`src/rtl/doraemon_tx.sv`:
```
// doraemon_tx
//   Feeds the clk1-side record stream of the doraemon selector. The host pushes
//   records into a small FIFO, and the block sends them downstream. Each pattern
//   is 5 fill beats followed by PAT_NUM-1 streamed beats. After the last beat the
//   block parks in DONE and raises done.
//
// Ports
//   clk1, rst_n        clock, asynchronous active-low reset
//   start              one-cycle pulse, arms a pattern from IDLE/DONE
//   rec_valid/ready    host push handshake
//   rec_id..rec_ew     host record fields
//   ready              downstream ready (combinational on its side)
//   in_valid           registered record beat to downstream
//   doraemon_id..      registered record fields, zero when no beat
//   sent_cnt           beats issued in the current pattern
//   done               high while in DONE
module doraemon_tx #(
  parameter int PAT_NUM   = 5995,
  parameter int BUF_ASIZE = 2
) (
  input  logic        clk1,
  input  logic        rst_n,
  input  logic        start,
  input  logic        rec_valid,
  output logic        rec_ready,
  input  logic [4:0]  rec_id,
  input  logic [7:0]  rec_size,
  input  logic [7:0]  rec_iq,
  input  logic [7:0]  rec_eq,
  input  logic [2:0]  rec_sw,
  input  logic [2:0]  rec_iw,
  input  logic [2:0]  rec_ew,
  input  logic        ready,
  output logic        in_valid,
  output logic [4:0]  doraemon_id,
  output logic [7:0]  size,
  output logic [7:0]  iq_score,
  output logic [7:0]  eq_score,
  output logic [2:0]  size_weight,
  output logic [2:0]  iq_weight,
  output logic [2:0]  eq_weight,
  output logic [13:0] sent_cnt,
  output logic        done
);

  localparam int          DEPTH      = 1 << BUF_ASIZE;
  localparam logic [13:0] LAST_BEAT  = 14'(PAT_NUM + 4);
  localparam logic [13:0] FILL_BEATS = 14'd5;

  typedef enum logic [1:0] {S_IDLE, S_FILL, S_STREAM, S_DONE} state_t;

  state_t state, state_nxt;

  logic [40:0]          mem [DEPTH];
  logic [BUF_ASIZE-1:0] wr_ptr, rd_ptr;
  logic [BUF_ASIZE:0]   count;
  logic [40:0]          rec_word, out_word;
  logic [13:0]          cnt_inc;
  logic                 active, full, empty, start_ok, push, pop;

  assign rec_word = {rec_id, rec_size, rec_iq, rec_eq, rec_sw, rec_iw, rec_ew};
  assign full     = (count == (BUF_ASIZE+1)'(DEPTH));
  assign empty    = (count == '0);
  assign active   = (state == S_FILL) || (state == S_STREAM);
  assign start_ok = start && ((state == S_IDLE) || (state == S_DONE));
  assign rec_ready = active && !full;
  assign push     = rec_valid && rec_ready;
  // Fill beats never land in the downstream FIFO, so ready only gates streaming.
  assign pop      = active && !empty && ((state == S_FILL) || ready);
  assign cnt_inc  = sent_cnt + 14'd1;
  assign done     = (state == S_DONE);

  assign {doraemon_id, size, iq_score, eq_score,
          size_weight, iq_weight, eq_weight} = out_word;

  always_ff @(posedge clk1 or negedge rst_n) begin
    if (!rst_n) state <= S_IDLE;
    else        state <= state_nxt;
  end

  // The phase changes on the edge that issues the boundary beat. With very
  // small PAT_NUM, the last beat can fall inside the fill phase.
  always_comb begin
    state_nxt = state;
    case (state)
      S_IDLE, S_DONE: if (start) state_nxt = S_FILL;
      S_FILL: begin
        if (pop) begin
          if (cnt_inc == LAST_BEAT)       state_nxt = S_DONE;
          else if (cnt_inc == FILL_BEATS) state_nxt = S_STREAM;
        end
      end
      S_STREAM: if (pop && (cnt_inc == LAST_BEAT)) state_nxt = S_DONE;
      default: state_nxt = S_IDLE;
    endcase
  end

  // Record storage has no reset. Validity is tracked only by the pointers.
  always_ff @(posedge clk1) begin
    if (push) mem[wr_ptr] <= rec_word;
  end

  // A new pattern drops any records left over from the previous one.
  always_ff @(posedge clk1 or negedge rst_n) begin
    if (!rst_n) begin
      wr_ptr <= '0;
      rd_ptr <= '0;
      count  <= '0;
    end else if (start_ok) begin
      wr_ptr <= '0;
      rd_ptr <= '0;
      count  <= '0;
    end else begin
      if (push) wr_ptr <= wr_ptr + 1'b1;
      if (pop)  rd_ptr <= rd_ptr + 1'b1;
      case ({push, pop})
        2'b10:   count <= count + 1'b1;
        2'b01:   count <= count - 1'b1;
        default: count <= count;
      endcase
    end
  end

  // The output stage is registered. The data lines carry zero whenever no beat is issued.
  always_ff @(posedge clk1 or negedge rst_n) begin
    if (!rst_n) begin
      in_valid <= 1'b0;
      out_word <= '0;
      sent_cnt <= '0;
    end else begin
      in_valid <= pop;
      out_word <= pop ? mem[rd_ptr] : '0;
      if (start_ok)  sent_cnt <= '0;
      else if (pop)  sent_cnt <= cnt_inc;
    end
  end

endmodule

```
`config.mk`:
```
export PLATFORM = sky130hd
export DESIGN_NAME = doraemon_tx
export DESIGN_NICKNAME = d
export VERILOG_FILES = /design/src/rtl/doraemon_tx.sv
export SDC_FILE = /design/constraint.sdc
export NUM_CORES = 1
export LEC_CHECK = 0
export ABC_AREA = 0
export ABC_CLOCK_PERIOD_IN_PS = 3110
export BUFFER_PORTS_ARGS = -buffer_cell sky130_fd_sc_hd__buf_2
export CORE_MARGIN = 2
export CORE_UTILIZATION = 40
export CTS_BUF_LIST = sky130_fd_sc_hd__clkbuf_8
export DETAILED_ROUTE_END_ITERATION = 12
export GPL_ROUTABILITY_DRIVEN = 0
export SKIP_LAST_GASP = 1
export SYNTH_ARGS = -nofsm -noshare
export SYNTH_HDL_FRONTEND = slang
export SYNTH_SLANG_ARGS = --single-unit
```
`constraint.sdc`:
```
create_clock -name clk1 -period 3.11 [get_ports clk1]
set_input_delay 0.622 -clock clk1 [delete_from_list [all_inputs] [get_ports clk1]]
set_output_delay 0.622 -clock clk1 [all_outputs]
set_load 0.1 [all_outputs]
```
==> flow_metrics.env, run 1 <==
export IMPL_io_pins=98
export IMPL_coreArea_mm2=0.0204
export IMPL_yosys_top_cells_area="edfxtp_1, dfrtp_1, mux4_2"
export IMPL_final_setup_tns_ns=0
export IMPL_final_util_pct=48.7
export IMPL_seqCellArea_mm2=0.00612
export IMPL_grt_pass1_vias=4786
export IMPL_dieHeight_um=148
export IMPL_io_buffer_count=97
export IMPL_rsz0062_at_grt="false"
export IMPL_routed_wl_mm=16.2
export IMPL_crit_required_ns=3.55
export IMPL_worst_path_max_fanout=21
export IMPL_fmax_mhz=375
export IMPL_initial_utilization_pct=40.9
export IMPL_place_inst=827
export IMPL_dp_slack_ns=0.477
export IMPL_syn_nets=531
export IMPL_ys_seq_area_share_pct=73.4
export IMPL_dp_hpwl_mm=9.44
export IMPL_viasPerCell=4.99
export IMPL_min_period_ns=2.67
export IMPL_worstSetupStartpointType="flip-flop"
export IMPL_synth_top_area_share_pct=54.8
export IMPL_holdWs_ns=0.230
export IMPL_fin_area_mm2=0.00992
export IMPL_cts_buffers_inserted=37
export IMPL_r2r_cells=7
export IMPL_critPathKind="reg -> reg"
export IMPL_maxCapViolCount=0
export IMPL_grt_usage_pct=15.2
export IMPL_rows=52
export IMPL_setup_viol=0
export IMPL_post_synth_most_frequent_cells="edfxtp_1, dfrtp_1, and2_1, mux4_2"
export IMPL_ctsResizeCount=0
export IMPL_htree_levels=2
export IMPL_min_path_type="in -> async"
export IMPL_ys_async_sr_fraction_pct=29.0
export IMPL_synthCells=477
export IMPL_clk_pin_slew_ns=0.05
export IMPL_final_instance_count_excl_fill=897
export IMPL_cts_setup_buffers=0
export IMPL_drt_iter0_drc=212
export IMPL_clockBufferDepth=3
export IMPL_synth_edf_count=152
export IMPL_p_leak_nw=3.83
export IMPL_slew_headroom_pct=42.1
export IMPL_ys_ff_latch=214
export IMPL_tightestPinTransition_ns=0.869
export IMPL_ant_nets=0
export IMPL_grt_start_max_net_pins=63
export IMPL_end_kind="flip-flop"
export IMPL_placed_cell_area_mm2=0.00918
export IMPL_reg2reg_slack_ns=0.44
export IMPL_final_max_slew_viol_count=0
export IMPL_dr_pass1_iters=4
export IMPL_cts_hold_buf=0
export IMPL_cts_tree="built"
export IMPL_postSynthAreaPerCell_um2=17.5
export IMPL_fin_total_pwr_mw=10.8
export IMPL_fin_ws_ns=0.445
export IMPL_synth_ff_type="edfxtp_1"
export IMPL_p_per_area_mw_per_mm2=1090
export IMPL_antenna_found_initial=3
export IMPL_hold_viol=0
export IMPL_synth_most_common_cell="edfxtp_1"
export IMPL_reg2reg_from="state[0]"
export IMPL_ys_types=49
export IMPL_drc=0
export IMPL_ctsRootBufferMaster="clkbuf_8"
export IMPL_fin_nets=650
export IMPL_reg2reg_to="state[0]"
export IMPL_status="finished, final reports clean"
export IMPL_overflow=0
export IMPL_wl_per_cell_um=18.1
export IMPL_skew_ns=0.0174
export IMPL_period_share_pct=85.7
export IMPL_syn_area_mm2=0.00834
export IMPL_drive_gt1_share_pct=33.0
export IMPL_synth_top_cell_by_area="edfxtp_1"
export IMPL_clk_latency_ns=0.52
export IMPL_die_area_mm2=0.0220
export IMPL_fillers=1751
export IMPL_area_growth_pct=19.0
export IMPL_clock_sinks=214
export IMPL_crit_arrival_ns=3.10
export IMPL_die_w_um=148
export IMPL_vias=4473
export IMPL_grt_pass1_wl_mm=25.5
export IMPL_multi_input_area_mm2=0.00207
export IMPL_ys_warn_count=0
export IMPL_ir_drop_mv=0.670
-- critical path, stage by stage, from the launching register on --
cell      delay, ns
dfrtp_1        0.40
inv_1          0.09
ha_1           0.37
or3_4          0.53
or4_4          0.51
o41ai_2        0.36
o21ai_1        0.16
a21boi_1       0.17
-- registers in the layout, summed over array words and instances (netlist names) --
| register | cells |
|---|---|
| rd_ptr | 2 |
| sent_cnt | 14 |
| state | 2 |
| mem | 152 |
| out_word | 38 |
| wr_ptr | 2 |
| count | 3 |
| in_valid | 1 |
-- area by class of cell --
type                            instances  area share (%)
Clock buffer                           43            5.97
Timing Repair Buffer                  106            6.11
Clock inverter                         25            1.39
Multi-Input combinational cell        224            20.9
Antenna cell                            2          0.0505
Tap cell                              270            3.41
Inverter                               13           0.492
Sequential cell                       214            61.7
-- power breakdown --
| part | switching [mW] | internal, mW |
|---|---|---|
| Combinational | 3.15 | 1.14 |
| Sequential | 0.382 | 3.70 |
| Clock | 1.08 | 1.35 |
| Total | 4.62 | 6.19 |
-- routing by layer --
| layer | part of all wire (%) | up-vias | global-route usage, % |
|---|---|---|---|
| li1 | - | 2060 | - |
| met1 | 44 | 2264 | 19.7 |
| met2 | 48 | 116 | 24.7 |
| met3 | 5.5 | 31 | 4.17 |
| met4 | 2.4 | 2 | 5.71 |
| met5 | 0.043 | - | 0 |
-- how the worst max path moves through the flow --
stage	start	to	slack (ns)	cells after the start
6_report	state[0]	state[0]	0.44	7
5_1_grt	state[0]	state[0]	0.28	7
4_1_cts	state[0]	state[0]	0.46	7
3_5_place_dp	state[0]	state[0]	0.48	7
3_3_place_gp	state[0]	state[0]	0.57	7
2_1_floorplan	state[0]	rec_ready	0.23	3
-- cell usage in the layout (no fill, tap or decap), drive strengths merged, types with 4 or more instances in the layout --
cell    instances
edfxtp        152
buf           106
dfrtp          62
and2           47
clkbuf         43
mux4           38
inv            26
o21ai          23
nor2           21
nand2          12
xnor2          10
ha             10
clkinv          9
a21oi           7
nor3            6
and3            4
nand3           4
nand4           4
or3             4
nor4            4
-- logic make-up (layout without fill, tap and decap cells) --
family / count (synthesis) / count (layout) / synth area share, %
XOR/XNOR: 12 / 12 / 1.26
other: 0 / 2 / 0
flip-flops: 214 / 214 / 73.4
multiplexers: 40 / 40 / 10.5
AND/OR/NAND/NOR: 113 / 113 / 7.69
buffers and inverters: 39 / 187 / 1.85
AO/OA/AOI/OAI: 48 / 48 / 3.59
adder cells (fa/ha/maj): 11 / 11 / 1.74
(Power assumes the default switching activity.)
==> run 2: changes to the inputs <==
--- a/config.mk
+++ b/config.mk
@@ -8,11 +8,11 @@
 export ABC_AREA = 0
 export ABC_CLOCK_PERIOD_IN_PS = 3110
 export BUFFER_PORTS_ARGS = -buffer_cell sky130_fd_sc_hd__buf_2
-export CORE_MARGIN = 2
 export CORE_UTILIZATION = 40
 export CTS_BUF_LIST = sky130_fd_sc_hd__clkbuf_8
 export DETAILED_ROUTE_END_ITERATION = 12
 export GPL_ROUTABILITY_DRIVEN = 0
+export REMOVE_ABC_BUFFERS = 1
 export SKIP_LAST_GASP = 1
 export SYNTH_ARGS = -nofsm -noshare
 export SYNTH_HDL_FRONTEND = slang
==> flow_metrics.env, run 2 (synthesis results as in run 1) <==
export IMPL_crit_required_ns=3.52
export IMPL_cts_buffers_inserted=36
export IMPL_p_leak_nw=3.83
export IMPL_largest_register="mem"
export IMPL_wl_per_cell_um=17.9
export IMPL_min_path_type="in -> async"
export IMPL_slew_headroom_pct=44.4
export IMPL_overflow=0
export IMPL_cts_hold_buf=0
export IMPL_ctsResizeCount=0
export IMPL_cts_tree="built"
export IMPL_rows=52
export IMPL_period_share_pct=86.1
export IMPL_final_max_slew_viol_count=0
export IMPL_critPathKind="reg -> reg"
export IMPL_initial_utilization_pct=41.1
export IMPL_cp_cell_sequence="inv_1 -> ha_1 -> or3_4 -> or4_4 -> o41ai_2 -> o21ai_1 -> o21ai_1"
export IMPL_ir_drop_mv=0.548
export IMPL_clock_sinks=214
export IMPL_rsz0062_at_grt="false"
export IMPL_switching_power_mw=4.56
export IMPL_vias=4492
export IMPL_largest_reg_flops=152
export IMPL_ctsRootBufferMaster="clkbuf_8"
export IMPL_final_cell_mix="edfxtp_1, buf_2, dfrtp_1, and2_1, clkbuf_8"
export IMPL_clockBufferDepth=3
export IMPL_reg_largest_list="mem (152), out_word (38), sent_cnt (14)"
export IMPL_combinationalPowerShare_pct=40.2
export IMPL_cpMaxStageDelayCell="or3_4"
export IMPL_layout_commonest_cell="edfxtp_1"
export IMPL_fmax_mhz=373
export IMPL_worstSetupStartpointType="flip-flop"
export IMPL_p_per_area_mw_per_mm2=1080
export IMPL_viasPerCell=5.01
export IMPL_final_setup_tns_ns=0
export IMPL_ant_nets=0
export IMPL_dp_hpwl_mm=9.77
export IMPL_clkPwrFrac_pct=21.6
export IMPL_clk_pin_slew_ns=0.06
export IMPL_cpPeakStageDelay_ns=0.53
export IMPL_min_period_ns=2.68
export IMPL_clk_latency_ns=0.50
export IMPL_coreArea_mm2=0.0203
export IMPL_setup_viol=0
export IMPL_io_pins=98
export IMPL_path_common_cell="o21ai_1"
export IMPL_status="finished, final reports clean"
export IMPL_die_w_um=146
export IMPL_grt_pass1_vias=4787
export IMPL_r2r_cells=7
export IMPL_fin_nets=651
export IMPL_maxCapViolCount=0
export IMPL_final_util_pct=48.7
export IMPL_seqPwrFrac_pct=38.3
export IMPL_io_buffer_count=97
export IMPL_area_growth_pct=18.6
export IMPL_internal_power_mw=6.11
export IMPL_drive_gt1_share_pct=33.0
export IMPL_drt_iter0_drc=319
export IMPL_crit_arrival_ns=3.09
export IMPL_dr_pass1_iters=5
export IMPL_htree_levels=2
export IMPL_grt_usage_pct=15.9
export IMPL_die_area_mm2=0.0214
export IMPL_dieHeight_um=146
export IMPL_drc=0
export IMPL_cts_setup_buffers=0
export IMPL_tightestPinTransition_ns=0.835
export IMPL_grt_pass1_wl_mm=26.0
export IMPL_hold_viol=0
export IMPL_end_kind="flip-flop"
export IMPL_sw_frac_of_total_pct=42.8
export IMPL_skew_ns=0.0146
export IMPL_worst_path_max_fanout=21
export IMPL_grt_start_max_net_pins=41
export IMPL_routed_wl_mm=16.0
export IMPL_antenna_found_initial=2
## run 2: path summary, 6_finish.rpt
kind,start,to,slack [ns]
worst min register to register,count[2],count[2],0.55
worst max-delay path,state[0],state[1],0.43
max in group asynchronous,rst_n,count[2],2.38
min in group clk1,rec_size[2],mem[0][27],0.33
worst max register to register,state[0],state[1],0.43
worst min-delay path,rst_n,out_word[24],0.09
## run 2: metrics by stage
step                      worst slack, ns  area (um^2)  hold WS (ns)  total power, mW  instances
after floorplan                     0.151         8230         0.326             7.47        451
after global placement              0.573         9200         0.531             8.43        829
after detailed placement            0.431         9200         0.541             8.49        829
after CTS                           0.433         9880        0.0820             10.8        894
after global routing                0.275         9880         0.102             11.2        894
final                               0.432         9890        0.0942             10.7        896
## run 2: power by group through the flow
stage / Combinational [mW] / Sequential [mW] / Clock [mW]
6_report: 4.29 / 4.08 / 2.30
5_1_grt: 4.55 / 4.17 / 2.52
4_1_cts: 4.34 / 4.10 / 2.40
3_5_place_dp: 4.33 / 4.15 / 0
3_3_place_gp: 4.28 / 4.15 / 0
2_1_floorplan: 1.57 / 5.90 / 0
## run 2: cell type report
cell class	instances	area (um^2)
Inverter	13	48.8
Clock inverter	25	131
Fill cell	1765	10400
Clock buffer	40	551
Multi-Input combinational cell	224	2070
Sequential cell	214	6120
Antenna cell	2	5.00
Timing Repair Buffer	108	621
Tap cell	270	338
## run 2: critical path, delay by kind of cell (launching register included)
family | cells | cell delay, ns
compound gates | 3 | 0.71
simple gates | 2 | 1.05
flops | 1 | 0.40
fa+ha+maj | 1 | 0.36
buf+inv | 1 | 0.08
## run 2: routing by layer
metal  share of wire (%)  global-route usage (%)
met3                 7.6                    5.63
met4                 1.9                    5.26
met1                  42                    20.1
met5                   0                       0
met2                  49                    25.7
